[config.mk]
export PLATFORM = sky130hd
export DESIGN_NAME = time_display_driver
export DESIGN_NICKNAME = d
export VERILOG_FILES = /design/src/rtl/time_display_driver_pkg.sv /design/src/rtl/time_display_driver_bin6_to_bcd.sv /design/src/rtl/time_display_driver.sv
export SDC_FILE = /design/constraint.sdc
export NUM_CORES = 1
export LEC_CHECK = 0
export ABC_AREA = 1
export BUFFER_PORTS_ARGS = -buffer_cell sky130_fd_sc_hd__buf_2
export CAP_MARGIN = 25
export CORE_MARGIN = 2
export CORE_UTILIZATION = 56
export CTS_BUF_LIST = sky130_fd_sc_hd__clkbuf_16
export CTS_CLUSTER_SIZE = 25
export DETAILED_ROUTE_END_ITERATION = 8
export PLACE_DENSITY = 0.76
export SLEW_MARGIN = 30
export SYNTH_ARGS = -nofsm -noshare
export SYNTH_HDL_FRONTEND = slang
export SYNTH_SLANG_ARGS = --single-unit
[constraint.sdc]
create_clock -name clk -period 5.8 [get_ports clk]
set_clock_uncertainty 0.15 [all_clocks]
set_input_delay 0.29 -clock clk [delete_from_list [all_inputs] [get_ports clk]]
set_output_delay 0.29 -clock clk [all_outputs]
set_load 0.01 [all_outputs]
[src/rtl/time_display_driver_pkg.sv]
// Shared definitions for the time display driver: time bus layout, FSM
// state encoding and the active-low 7-segment table.
package time_display_driver_pkg;

   // Packed time/date bus field positions
   localparam int unsigned F2_MSB = 16;
   localparam int unsigned F2_LSB = 12;
   localparam int unsigned F1_MSB = 11;
   localparam int unsigned F1_LSB = 6;
   localparam int unsigned F0_MSB = 5;
   localparam int unsigned F0_LSB = 0;

   localparam int unsigned TIME_W     = 17;
   localparam int unsigned FIELD_W    = 6;
   localparam int unsigned DIGIT_W    = 4;
   localparam int unsigned NUM_DIGITS = 6;
   localparam int unsigned SEG_W      = 7;
   localparam int unsigned MAX_MS     = 59;

   // Latched copy of the incoming bus
   typedef struct packed {
      logic [F2_MSB-F2_LSB:0] f2;
      logic [F1_MSB-F1_LSB:0] f1;
      logic [F0_MSB-F0_LSB:0] f0;
   } time_bus_t;

   typedef enum logic [1:0] {
      ST_IDLE   = 2'd0,
      ST_CONV   = 2'd1,
      ST_COMMIT = 2'd2
   } conv_state_e;

   localparam logic [SEG_W-1:0] BLANK = 7'h7F;

   // Active-low {g,f,e,d,c,b,a}; entry 0 is the rightmost element
   localparam logic [9:0][SEG_W-1:0] SEG_TABLE = {
      7'h10, 7'h00, 7'h78, 7'h02, 7'h12,
      7'h19, 7'h30, 7'h24, 7'h79, 7'h40
   };

   // Non-decimal digit values render as blank
   function automatic logic [SEG_W-1:0] seg_encode(input logic [DIGIT_W-1:0] digit);
      logic [SEG_W-1:0] s;
      s = BLANK;
      if (digit <= 4'd9) s = SEG_TABLE[digit];
      return s;
   endfunction

endpackage

[src/rtl/time_display_driver_bin6_to_bcd.sv]
// Iterative 6-bit binary to two-digit BCD converter (shift-add-3).
// Ports: clk, rst (sync, active-low), start (loads bin and performs the
// first shift), bin[5:0], tens/ones (valid while ready=1), ready (one-cycle
// pulse after the sixth shift).
module time_display_driver_bin6_to_bcd
   import time_display_driver_pkg::*;
(
   input  logic               clk,
   input  logic               rst,
   input  logic               start,
   input  logic [FIELD_W-1:0] bin,
   output logic [DIGIT_W-1:0] tens,
   output logic [DIGIT_W-1:0] ones,
   output logic               ready
);

   logic [FIELD_W-1:0]   bin_q;
   logic [2*DIGIT_W-1:0] bcd_q;
   logic [2*DIGIT_W-1:0] bcd_adj;
   logic [2:0]           cnt_q;
   logic                 ready_q;

   // Add 3 to any nibble >= 5 ahead of the next shift
   always_comb begin
      bcd_adj = bcd_q;
      if (bcd_q[3:0] >= 4'd5) bcd_adj[3:0] = bcd_q[3:0] + 4'd3;
      if (bcd_q[7:4] >= 4'd5) bcd_adj[7:4] = bcd_q[7:4] + 4'd3;
   end

   // Start performs shift 1 (BCD is zero, so no adjust); cnt_q counts shifts done
   always_ff @(posedge clk) begin
      if (!rst) begin
         bin_q   <= '0;
         bcd_q   <= '0;
         cnt_q   <= '0;
         ready_q <= 1'b0;
      end else begin
         ready_q <= 1'b0;
         if (start) begin
            bcd_q <= {7'd0, bin[FIELD_W-1]};
            bin_q <= {bin[FIELD_W-2:0], 1'b0};
            cnt_q <= 3'd1;
         end else if (cnt_q != 3'd0) begin
            {bcd_q, bin_q} <= {bcd_adj, bin_q} << 1;
            if (cnt_q == 3'd5) begin
               cnt_q   <= 3'd0;
               ready_q <= 1'b1;
            end else begin
               cnt_q <= cnt_q + 3'd1;
            end
         end
      end
   end

   assign tens  = bcd_q[7:4];
   assign ones  = bcd_q[3:0];
   assign ready = ready_q;

endmodule

[src/rtl/time_display_driver.sv]
// Accepts a packed {f2,f1,f0} time word, converts each field to two BCD
// digits through one shared sequential converter, and scans the six digits
// onto a multiplexed common-anode 7-segment display.
// Ports: clk, rst (sync, active-low), in_time[16:0], in_valid, disp_en;
// busy, done (commit pulse), range_err, seg[6:0], dp, an[5:0] (all active-low
// display outputs, an[5] = f2 tens ... an[0] = f0 ones).
module time_display_driver
   import time_display_driver_pkg::*;
#(
   parameter int unsigned SCAN_DIV = 4,
   parameter bit          DP_EN    = 1'b1
)(
   input  logic                  clk,
   input  logic                  rst,
   input  logic [TIME_W-1:0]     in_time,
   input  logic                  in_valid,
   input  logic                  disp_en,
   output logic                  busy,
   output logic                  done,
   output logic                  range_err,
   output logic [SEG_W-1:0]      seg,
   output logic                  dp,
   output logic [NUM_DIGITS-1:0] an
);

   localparam int unsigned DIV_W = (SCAN_DIV > 1) ? $clog2(SCAN_DIV) : 1;

   conv_state_e                            state_q;
   time_bus_t                              time_q;
   logic [1:0]                             field_sel_q;
   logic [2:0]                             cnt_q;
   logic [4*DIGIT_W-1:0]                   stage_q;
   logic [NUM_DIGITS-1:0][DIGIT_W-1:0]     digits_q;
   logic                                   busy_q;
   logic                                   done_q;
   logic                                   range_err_q;

   logic [FIELD_W-1:0] conv_bin;
   logic               conv_start;
   logic [DIGIT_W-1:0] conv_tens;
   logic [DIGIT_W-1:0] conv_ones;
   logic               conv_ready;

   // Field currently routed to the converter
   always_comb begin
      conv_bin = time_q.f0;
      case (field_sel_q)
         2'd2:    conv_bin = FIELD_W'(time_q.f2);
         2'd1:    conv_bin = time_q.f1;
         default: conv_bin = time_q.f0;
      endcase
   end

   // Launch the converter at the first cycle of each 6-shift field slot
   assign conv_start = (state_q == ST_CONV) && (cnt_q == 3'd0);

   time_display_driver_bin6_to_bcd u_bcd (
      .clk   (clk),
      .rst   (rst),
      .start (conv_start),
      .bin   (conv_bin),
      .tens  (conv_tens),
      .ones  (conv_ones),
      .ready (conv_ready)
   );

   // Conversion sequencer; finished fields queue in stage_q so the six
   // displayed digits change only at commit
   always_ff @(posedge clk) begin
      if (!rst) begin
         state_q     <= ST_IDLE;
         time_q      <= '0;
         field_sel_q <= 2'd0;
         cnt_q       <= 3'd0;
         stage_q     <= '0;
         digits_q    <= '0;
         busy_q      <= 1'b0;
         done_q      <= 1'b0;
         range_err_q <= 1'b0;
      end else begin
         done_q <= 1'b0;
         if (conv_ready) stage_q <= {stage_q[2*DIGIT_W-1:0], conv_tens, conv_ones};
         case (state_q)
            ST_IDLE: begin
               if (in_valid) begin
                  time_q.f2   <= in_time[F2_MSB:F2_LSB];
                  time_q.f1   <= in_time[F1_MSB:F1_LSB];
                  time_q.f0   <= in_time[F0_MSB:F0_LSB];
                  field_sel_q <= 2'd2;
                  cnt_q       <= 3'd0;
                  busy_q      <= 1'b1;
                  state_q     <= ST_CONV;
               end
            end
            ST_CONV: begin
               if (cnt_q == 3'd5) begin
                  cnt_q <= 3'd0;
                  if (field_sel_q == 2'd0) state_q <= ST_COMMIT;
                  else                     field_sel_q <= field_sel_q - 2'd1;
               end else begin
                  cnt_q <= cnt_q + 3'd1;
               end
            end
            ST_COMMIT: begin
               // f0 result is still on the converter outputs this cycle
               digits_q    <= {stage_q, conv_tens, conv_ones};
               range_err_q <= (time_q.f1 > 6'(MAX_MS)) || (time_q.f0 > 6'(MAX_MS));
               done_q      <= 1'b1;
               busy_q      <= 1'b0;
               state_q     <= ST_IDLE;
            end
            default: state_q <= ST_IDLE;
         endcase
      end
   end

   assign busy      = busy_q;
   assign done      = done_q;
   assign range_err = range_err_q;

   // Scanner: free-running divider and digit index
   logic [DIV_W-1:0]      div_q, div_d;
   logic [2:0]            idx_q, idx_d;
   logic [SEG_W-1:0]      seg_q;
   logic [NUM_DIGITS-1:0] an_q;
   logic                  dp_q;

   always_comb begin
      div_d = div_q + DIV_W'(1);
      idx_d = idx_q;
      if (div_q == DIV_W'(SCAN_DIV - 1)) begin
         div_d = '0;
         idx_d = (idx_q == 3'd5) ? 3'd0 : idx_q + 3'd1;
      end
   end

   // Outputs follow the next index so they change on the same edge as it
   always_ff @(posedge clk) begin
      if (!rst) begin
         div_q <= '0;
         idx_q <= 3'd0;
         seg_q <= BLANK;
         an_q  <= '1;
         dp_q  <= 1'b1;
      end else begin
         div_q <= div_d;
         idx_q <= idx_d;
         if (disp_en) begin
            an_q  <= ~(6'b1 << idx_d);
            seg_q <= seg_encode(digits_q[idx_d]);
            dp_q  <= !(DP_EN && ((idx_d == 3'd2) || (idx_d == 3'd4)));
         end else begin
            an_q  <= '1;
            seg_q <= BLANK;
            dp_q  <= 1'b1;
         end
      end
   end

   assign seg = seg_q;
   assign an  = an_q;
   assign dp  = dp_q;

endmodule

Word-level counts from Yosys, hierarchy flattened
Memories as Yosys holds them, arrays and structs flattened. A register that Yosys moved wholly into a read port is not among the register bits.
Cells that the tools add are included.
Word-level totals
  memories kept: 1
  output and inout bits: 17
  ROM bits: 112
  register bits: 96
  input port bits: 21
Memories
  (name not given): depth 16, width 7, rd ports 1, clocked after memory_dff 1, write ports 0, RTL line time_display_driver_pkg.sv:45  | if (digit <= 4'd9) s = SEG_TABLE[digit];
Cells by class
  shifts and indexed selects: 1
  mux-type cells: 29
  bitwise gates (word level): 3
  equality and inequality tests: 14
  $add $sub $neg: 7
  reductions and logical operators: 22
  $lt $le $gt $ge: 6
Operators by type and width (number)
  3-bit 2-to-1 mux: 6
  4-bit binary-select mux with 3-bit select: 1
  3-bit equality test, second input constant: 4
  6-bit greater-than comparator, second input constant: 2
  2-bit 2-to-1 mux: 6
  6-bit 2-to-1 mux: 2
  6-bit one-hot mux with 2 select lines: 1
  3-bit by 1-bit adder with 3-bit output, second input constant: 3
  4-bit by 3-bit >= comparator with 1-bit output, second input constant: 2
  4-bit 2-to-1 mux: 2
  2-bit one-hot mux with 2 select lines: 2
  2-bit AND reduction: 4
  1-bit 2-to-1 mux: 7
  2-bit equality test, second input constant: 3
  6-bit NOT: 1
  3-bit one-hot mux with 2 select lines: 1
  3-bit AND reduction: 2
  2-bit nonzero test: 3
  1-bit by 3-bit << shifter with 6-bit output, first input constant: 1
  4-bit by 2-bit adder with 4-bit output, second input constant: 1
  2-bit by 1-bit equality test with 1-bit output, second input constant: 2
  4-bit less-or-equal comparator, second input constant: 1
  2-bit logical NOT: 2
  3-bit by 4-bit < comparator with 1-bit output, second input constant: 1
  other kinds (16): 22

Logic depth before layout (Yosys ltp)
Gate-level depths: netlist of the first run.
  depth after elaboration: 8
  mapped depth: 17
  gate-level depth less buffers: 16

Cells and area by module
Synthesis of the first run repeated with hierarchy kept, for this count alone.
Second synthesis, totals
  cell total of the unflattened synthesis: 602
  area, all modules: 4539.4 µm²
Modules (own cells, without submodules)
  time_display_driver: instances 1, cells each 474, sequential area each 1721.7 µm², area each 3637.2 µm²
  time_display_driver_bin6_to_bcd: instances 1, cells each 128, sequential area each 340.3 µm², area each 902.1 µm²

Least setup slack after synthesis of the first run
No wires, ideal clock.
  path kind: register -> register
  start point: register div_q[0]
  end point: register seg_q[2], in the netlist seg[2]
  period minus slack after synthesis: 2340 ps
  path slack: 3460 ps
  library setup time: 58 ps
  cell stages (with the launch flop): 17
  data required time: 5592 ps
  arrival: 2132 ps
  path buffers: 2
  cell sequence: dfxtp_1 > ha_1 > nand2_2 > buf_6 > nand2_4 > buf_4 > nand2_1 > nand2_1 > nand2_1 > nor2_1 > a21oi_2 > inv_1 > ha_1 > or2_2 > nand3_2 > a21oi_4 > nand2_1
Between the ends
  longest elaborated chain between the ends: 7
Ends and longest elaborated chain
  start: declaration: RTL line time_display_driver.sv:122  | logic [DIV_W-1:0] div_q, div_d;
  start signal: assignment: RTL line time_display_driver.sv:146  | div_q <= div_d;
  2-bit equality test (*): RTL line time_display_driver.sv:131  | if (div_q == DIV_W'(SCAN_DIV - 1)) begin
  3-bit 2-to-1 mux (*): RTL line time_display_driver.sv:131
  4-bit binary-select mux with 3-bit select (*): RTL line time_display_driver.sv:150  | seg_q <= seg_encode(digits_q[idx_d]);
  4-bit 2-to-1 mux (implied by the code) (*): RTL line time_display_driver.sv:150
  4-bit less-or-equal comparator: RTL line time_display_driver_pkg.sv:45
  3-bit AND reduction (no line)
  1-bit logical NOT (no line)
  end: declaration: RTL line time_display_driver.sv:124  | logic [SEG_W-1:0] seg_q;
Every way passes the cells marked *; elsewhere a longest branch is shown, timed or not. The select of a mux whose other input is x is not followed.
A chain may end at the register's enable or synchronous reset.

Worst setup path after layout of the first run
Ends and elaborated chain as after synthesis.

==> metrics.yaml, run 1 <==
clk_latency_ps: 340
ys_ff_latch: 103
drive_above_1_share_pct: 12.8
power_mw: 1.97
use_met2_pct: 37.5
final_cell_mix: "103 x dfxtp_1, 90 x nand2_1, 88 x nor2_1, 76 x o21ai_0, 60 x inv_1"
routed_wl_um: 8970
portBuffers: 37
gp_congestion: 0.905
ctsResizeCount: 0
nFillCells: 680
final_common_cell: "dfxtp_1"
cts_tree: "built"
start_util_pct: 57.5
async_reset_ff_share_pct: 0
yosysSeqAreaShare_pct: 46.9
synth_cell_type_count: 37
outcome: "finished clean"
comb_power_share_pct: 24.5
startpoint_type: "flip-flop"
leakage_nw: 2.23
clkPwrFrac_pct: 31.6
p_sw_uw: 667
num_io_pins: 38
tightest_slew_ps: 778
detail_route.vias_per_cell: 5.28
powerDensity_nw_per_um2: 401
numCtsBuffers: 9
cts_setup_buffers: 0
grt_busiest_layer: "met2"
cp.required_ps: 5930
avgSynthCellArea_um2: 7.57
grt_pass1_vias: 3476
criticalPathCategory: "reg2reg"
synth_cells: 581
cts-root-buf: "clkbuf_16"
mappedNetlistArea_um2: 4400
holdBufCountCts: 0
yosys_warnings: 0
seq_power_share_pct: 43.8
worstPathMaxFanout: 12
drc: 0
tns_ps: 0
diodes: 0
synthToLayoutAreaGrowth_pct: 11.7
period_needed_ps: 3020
ys.flop_type: "dfxtp_1"
die_x_um: 92.6
rsz0062_at_grt: "false"
ctsHtreeMaxLevel: 3
r2r_cells: 13
final_nets: 639
relSlewSlack_pct: 48.0
drt_iter0_drc: 202
met3_usage_pct: 6.43
overflow: 0
final_antenna_net_count: 0
grt.total_usage_pct: 22.5
met1_usage_pct: 28.9
dieArea_um2: 8580
min_path_type: "in2reg"
synth_fp_nets: 615
p_int_mw: 1.30
end_kind: "flip-flop"
arrival_ps: 3150
die_h_um: 92.6
ir_drop_uv: 190
fmax_mhz: 331
drv_cap: 0
cts_sinks: 103
slew_viol_final: 0
whs_path_depth: 3
synth_edf_count: 0
rows: 32
grt_pass1_wl_um: 15700
core-area_um2: 7650
antenna_found_initial: 0
hold_viol: 0
setup-violations-final: 0
route.vias.total: 3756
grt_max_degree: 68
drt-pass1-iter-count: 4
cts.reportedPaths.clkPinSlew_ps: 80
period_share_pct: 52.1
dpl.hpwl_um: 6080
switching_share_pct: 33.8
wl_per_cell_um: 12.6
clockBufferDepth: 2
[per-stage QoR]
step	setup slack [ps]	hold slack (ps)	utilization, %	std cells	cell area, µm²
2_1_floorplan	3460	254	-	581	4400
3_3_place_gp	3000	261	60.1	696	4600
3_5_place_dp	2840	272	60.1	696	4600
4_1_cts	2790	34.2	64.2	712	4910
5_1_grt	2490	44.5	64.2	712	4910
6_report	2780	43.8	64.2	712	4910
[registers in the layout (all words and copies together), names as in the netlist, 2 cells and up]
signal	count
stage_q	16
u_bcd.bcd_q	8
u_bcd.bin_q	5
time_q	17
state_q	2
cnt_q	3
div_q	2
u_bcd.cnt_q	3
idx_q	3
digits_q	24
field_sel_q	2
an	6
seg	7
[worst paths after layout]
| check | startpoint | end | slack, ps |
|---|---|---|---|
| setup / recovery | div_q[0] | seg[2] | 2780 |
| hold / removal | in_time[2] | time_q[2] | 40 |
| setup reg to reg | div_q[0] | seg[2] | 2780 |
| hold reg to reg | div_q[0] | div_q[0] | 280 |
[synth_stat cells, types with 2 or more instances]
cell type | instances | area [µm²]
nand4_1 | 4 | 25.0
nor2_1 | 88 | 330
clkbuf_1 | 18 | 67.6
nand3_1 | 27 | 135
a21oi_1 | 44 | 220
a31oi_1 | 3 | 18.8
nand2_2 | 4 | 25.0
dfxtp_1 | 103 | 2060
nor2_4 | 2 | 22.5
buf_6 | 3 | 33.8
nor3_1 | 3 | 15.0
xor2_1 | 2 | 17.5
inv_1 | 60 | 225
a21oi_2 | 3 | 26.3
nand2_4 | 5 | 56.3
buf_1 | 2 | 7.51
inv_2 | 4 | 15.0
ha_1 | 13 | 163
o21ai_0 | 76 | 380
o21ai_2 | 3 | 26.3
a211oi_1 | 3 | 22.5
a221oi_1 | 5 | 43.8
nand3b_1 | 3 | 22.5
nand2_1 | 90 | 338
[final cells by class]
| class | instances | area [µm²] | share of cell area [%] |
|---|---|---|---|
| clock buffers | 9 | 225 | 4.59 |
| clock inverters | 7 | 86.3 | 1.76 |
| inverters | 64 | 240 | 4.89 |
| multi-input cells | 389 | 1970 | 40.2 |
| flip-flops and latches | 103 | 2060 | 42.0 |
| well taps | 102 | 128 | 2.60 |
| repair buffers | 38 | 195 | 3.98 |
[power by group through the flow]
| stage | registers (mW) | clock network, mW | logic [mW] |
|---|---|---|---|
| 6_report | 0.864 | 0.624 | 0.483 |
| 5_1_grt | 0.877 | 0.670 | 0.560 |
| 4_1_cts | 0.863 | 0.634 | 0.481 |
| 3_5_place_dp | 0.879 | 0 | 0.474 |
| 3_3_place_gp | 0.876 | 0 | 0.462 |
| 2_1_floorplan | 0.867 | 0 | 0.374 |
[routing by layer]
metal / vias to the layer above / wire, µm / part of all wire (%)
li1: 1936 / - / -
met1: 1722 / 4160 / 46
met2: 92 / 4300 / 48
met3: 6 / 452 / 5.0
met4: 0 / 58 / 0.65
met5: - / 0 / 0
[cell families (layout without fill, tap and decap cells)]
kind of cell	count (synthesis)	count (layout)	share of synthesized area, %
AOI/OAI and AO/OA	142	142	17.8
xor gates and xnor gates	2	2	0.398
adders and majority gates	13	13	3.70
buffers and inverters	89	118	8.22
DFF	103	103	46.9
and+or+nand+nor	232	232	23.0
[worst max-delay path: stages, from the launching register on]
cell	delay, ps
dfxtp_1	330
ha_1	220
nand2_2	200
o21ai_2	510
inv_1	220
nand2_1	120
nand2_1	70
a21oi_2	240
inv_1	100
ha_1	230
or2_2	310
nand3_2	90
a21oi_4	80
nand2_1	80
(Power assumes the default switching activity.)
==> run 2, diff against run 1 <==
- ABC_AREA: 1 -> 0
- CORE_UTILIZATION: 56 -> 53
- PLACE_DENSITY: 0.76 -> 0.75
- clock period: 5.8 -> 2.6 ns (I/O delays scaled with it)
==> run 2 against run 1 <==
Against the previous run: die area up 8.3%; sequential power up 94%; combinational power down 25%; first-iteration DRC count down 24%; synthesized area up 2.8%; synthesized cell count down 9.8%; via count up 0.27%; critical path depth down 2; final area up 11%.
==> metrics.yaml, run 2 <==
mappedNetlistArea_um2: 4520
synth_fp_nets: 558
synth_edf_count: 0
reg_top3: "digits_q x24, time_q x17, stage_q x16"
synth_cells: 524
crit_chain: "ha_4, buf_6, nor3b_4, or2_1, a221o_1, a222oi_1, buf_4, buf_4, ha_4, a21oi_2, o21ai_0"
core-area_um2: 8260
final_nets: 612
fin_ws_ps: 18.9
regMostFlops: "digits_q"
startpoint: "div_q[0]"
ys.flop_type: "dfxtp_1"
ir_drop_uv: 304
arrival_ps: 2620
drv_cap: 0
max_stage_delay_ps: 360
synthToLayoutAreaGrowth_pct: 20.8
rsz0062_at_grt: "true"
grt.total_usage_pct: 22.4
criticalPathCategory: "reg2reg"
tightest_slew_ps: 610
slowest_stage: "dfxtp_2"
num_io_pins: 38
grt_pass1_vias: 3530
tns_ps: 0
final_antenna_net_count: 0
slew_viol_final: 0
dieArea_um2: 9280
grt_max_degree: 54
clk_latency_ps: 340
detail_route.vias_per_cell: 5.47
period_needed_ps: 2580
wl_per_cell_um: 14.1
hold_viol: 0
dpl.hpwl_um: 6480
outcome: "finished clean"
yosys_warnings: 0
rows: 33
drc: 0
period_share_pct: 99.3
cts_sinks: 103
ys_ff_latch: 103
start_util_pct: 54.7
synth_common_cells: "118 x nand2_1, 103 x dfxtp_1, 44 x a21boi_0"
grt_pass1_wl_um: 16300
relSlewSlack_pct: 59.0
final_common_cell: "nand2_1"
drt_iter0_drc: 154
routed_wl_um: 9700
yosysSeqAreaShare_pct: 45.6
portBuffers: 37
final_cell_mix: "118 x nand2_1, 100 x dfxtp_1, 44 x a21boi_0, 37 x buf_2, 25 x nor2b_1"
r2r_cells: 11
ctsHtreeMaxLevel: 3
fmax_mhz: 387
min_path_type: "in2reg"
cts-root-buf: "clkbuf_16"
yosys.area.top_type: "dfxtp_1"
numCtsBuffers: 9
synth_top_area_share_pct: 45.6
largest_reg_flops: 24
avgSynthCellArea_um2: 8.63
end_kind: "flip-flop"
clockBufferDepth: 2
diodes: 0
die_h_um: 96.4
place_ws_ps: -6.04
synth_most_common_cell: "nand2_1"
cp.required_ps: 2640
drive_above_1_share_pct: 17.0
cts_tree: "built"
worstReg2RegStart: "div_q[0]"
leakage_nw: 2.05
die_x_um: 96.4
worstPathMaxFanout: 6
synth_cell_type_count: 52
antenna_found_initial: 0
async_reset_ff_share_pct: 0
gp_congestion: 0.898
powerDensity_nw_per_um2: 598
synthTopCellsByArea: "dfxtp_1 46%, nand2_1 9.8%, a21boi_0 7.3%"
setup-violations-final: 0
route.vias.total: 3766
whs_path_depth: 3
cts.reportedPaths.clkPinSlew_ps: 70
startpoint_type: "flip-flop"
drt-pass1-iter-count: 5
hp-start: "disp_en"
overflow: 0
==> run 2: worst max-delay path, delay by kind of cell, from the launching register on <==
kind / cells / cell delay, ps
flip-flops: 1 / 360
adder cells (fa/ha/maj): 2 / 390
AO/OA/AOI/OAI: 4 / 780
buffers and inverters: 3 / 470
AND/OR/NAND/NOR: 2 / 280
==> run 2: layout make-up <==
class / count / area [µm²]
inverter: 11 / 41.3
tap: 105 / 131
fill: 687 / 2800
clock inverter: 7 / 41.3
sequential: 103 / 2070
multi-input combinational: 375 / 2410
clock buffer: 9 / 225
timing repair buffer: 78 / 552
==> run 2: what timing repair did <==
item	CTS	global route
pin swaps	0	8
gates resized for setup	1	16
hold buffers	17	0
setup endpoints to repair	3	7
hold endpoints to repair	17	0
buffers inserted	1	4
==> run 2: power breakdown <==
part           internal (mW)  switching [mW]
Combinational          0.163           0.200
Clock                  0.643           0.579
Sequential              1.63          0.0469
==> run 2: cells by family (layout without fill, tap and decap cells) <==
logic type / Yosys count / after routing / synth area share [%]
XOR/XNOR: 4 / 4 / 0.775
AO/OA/AOI/OAI: 117 / 117 / 18.1
buffers and inverters: 46 / 105 / 4.23
multiplexers: 22 / 22 / 4.95
AND/OR/NAND/NOR: 219 / 219 / 22.7
adder cells (fa/ha/maj): 13 / 13 / 3.60
flip-flops: 103 / 103 / 45.6
==> run 2: final timing paths <==
path / slack [ps] / endpoint
worst max-delay path: 20 / seg[1]
worst min register to register: 300 / div_q[0]
worst min-delay path: 40 / an[1]
worst max register to register: 20 / seg[1]
==> run 2: routing by layer <==
layer	part of all wire (%)	up-vias	wire length, µm	track usage, %
li1	-	1894	-	-
met1	46	1777	4500	29.0
met2	49	87	4710	38.0
met3	4.0	8	389	4.31
met4	1.0	0	98	6.10
met5	0	-	0	0
==> run 2: stage by stage <==
step	instances	utilization, %	instance area (µm²)	power [mW]	hold WS (ps)
finish	688	66.2	5460	3.27	38.2
global route	688	66.2	5460	3.41	25.2
CTS	684	64.8	5350	3.27	10.1
detailed placement	650	59.4	4900	2.04	241
global placement	650	59.4	4900	2.03	230
floorplan	524	-	4600	1.95	125
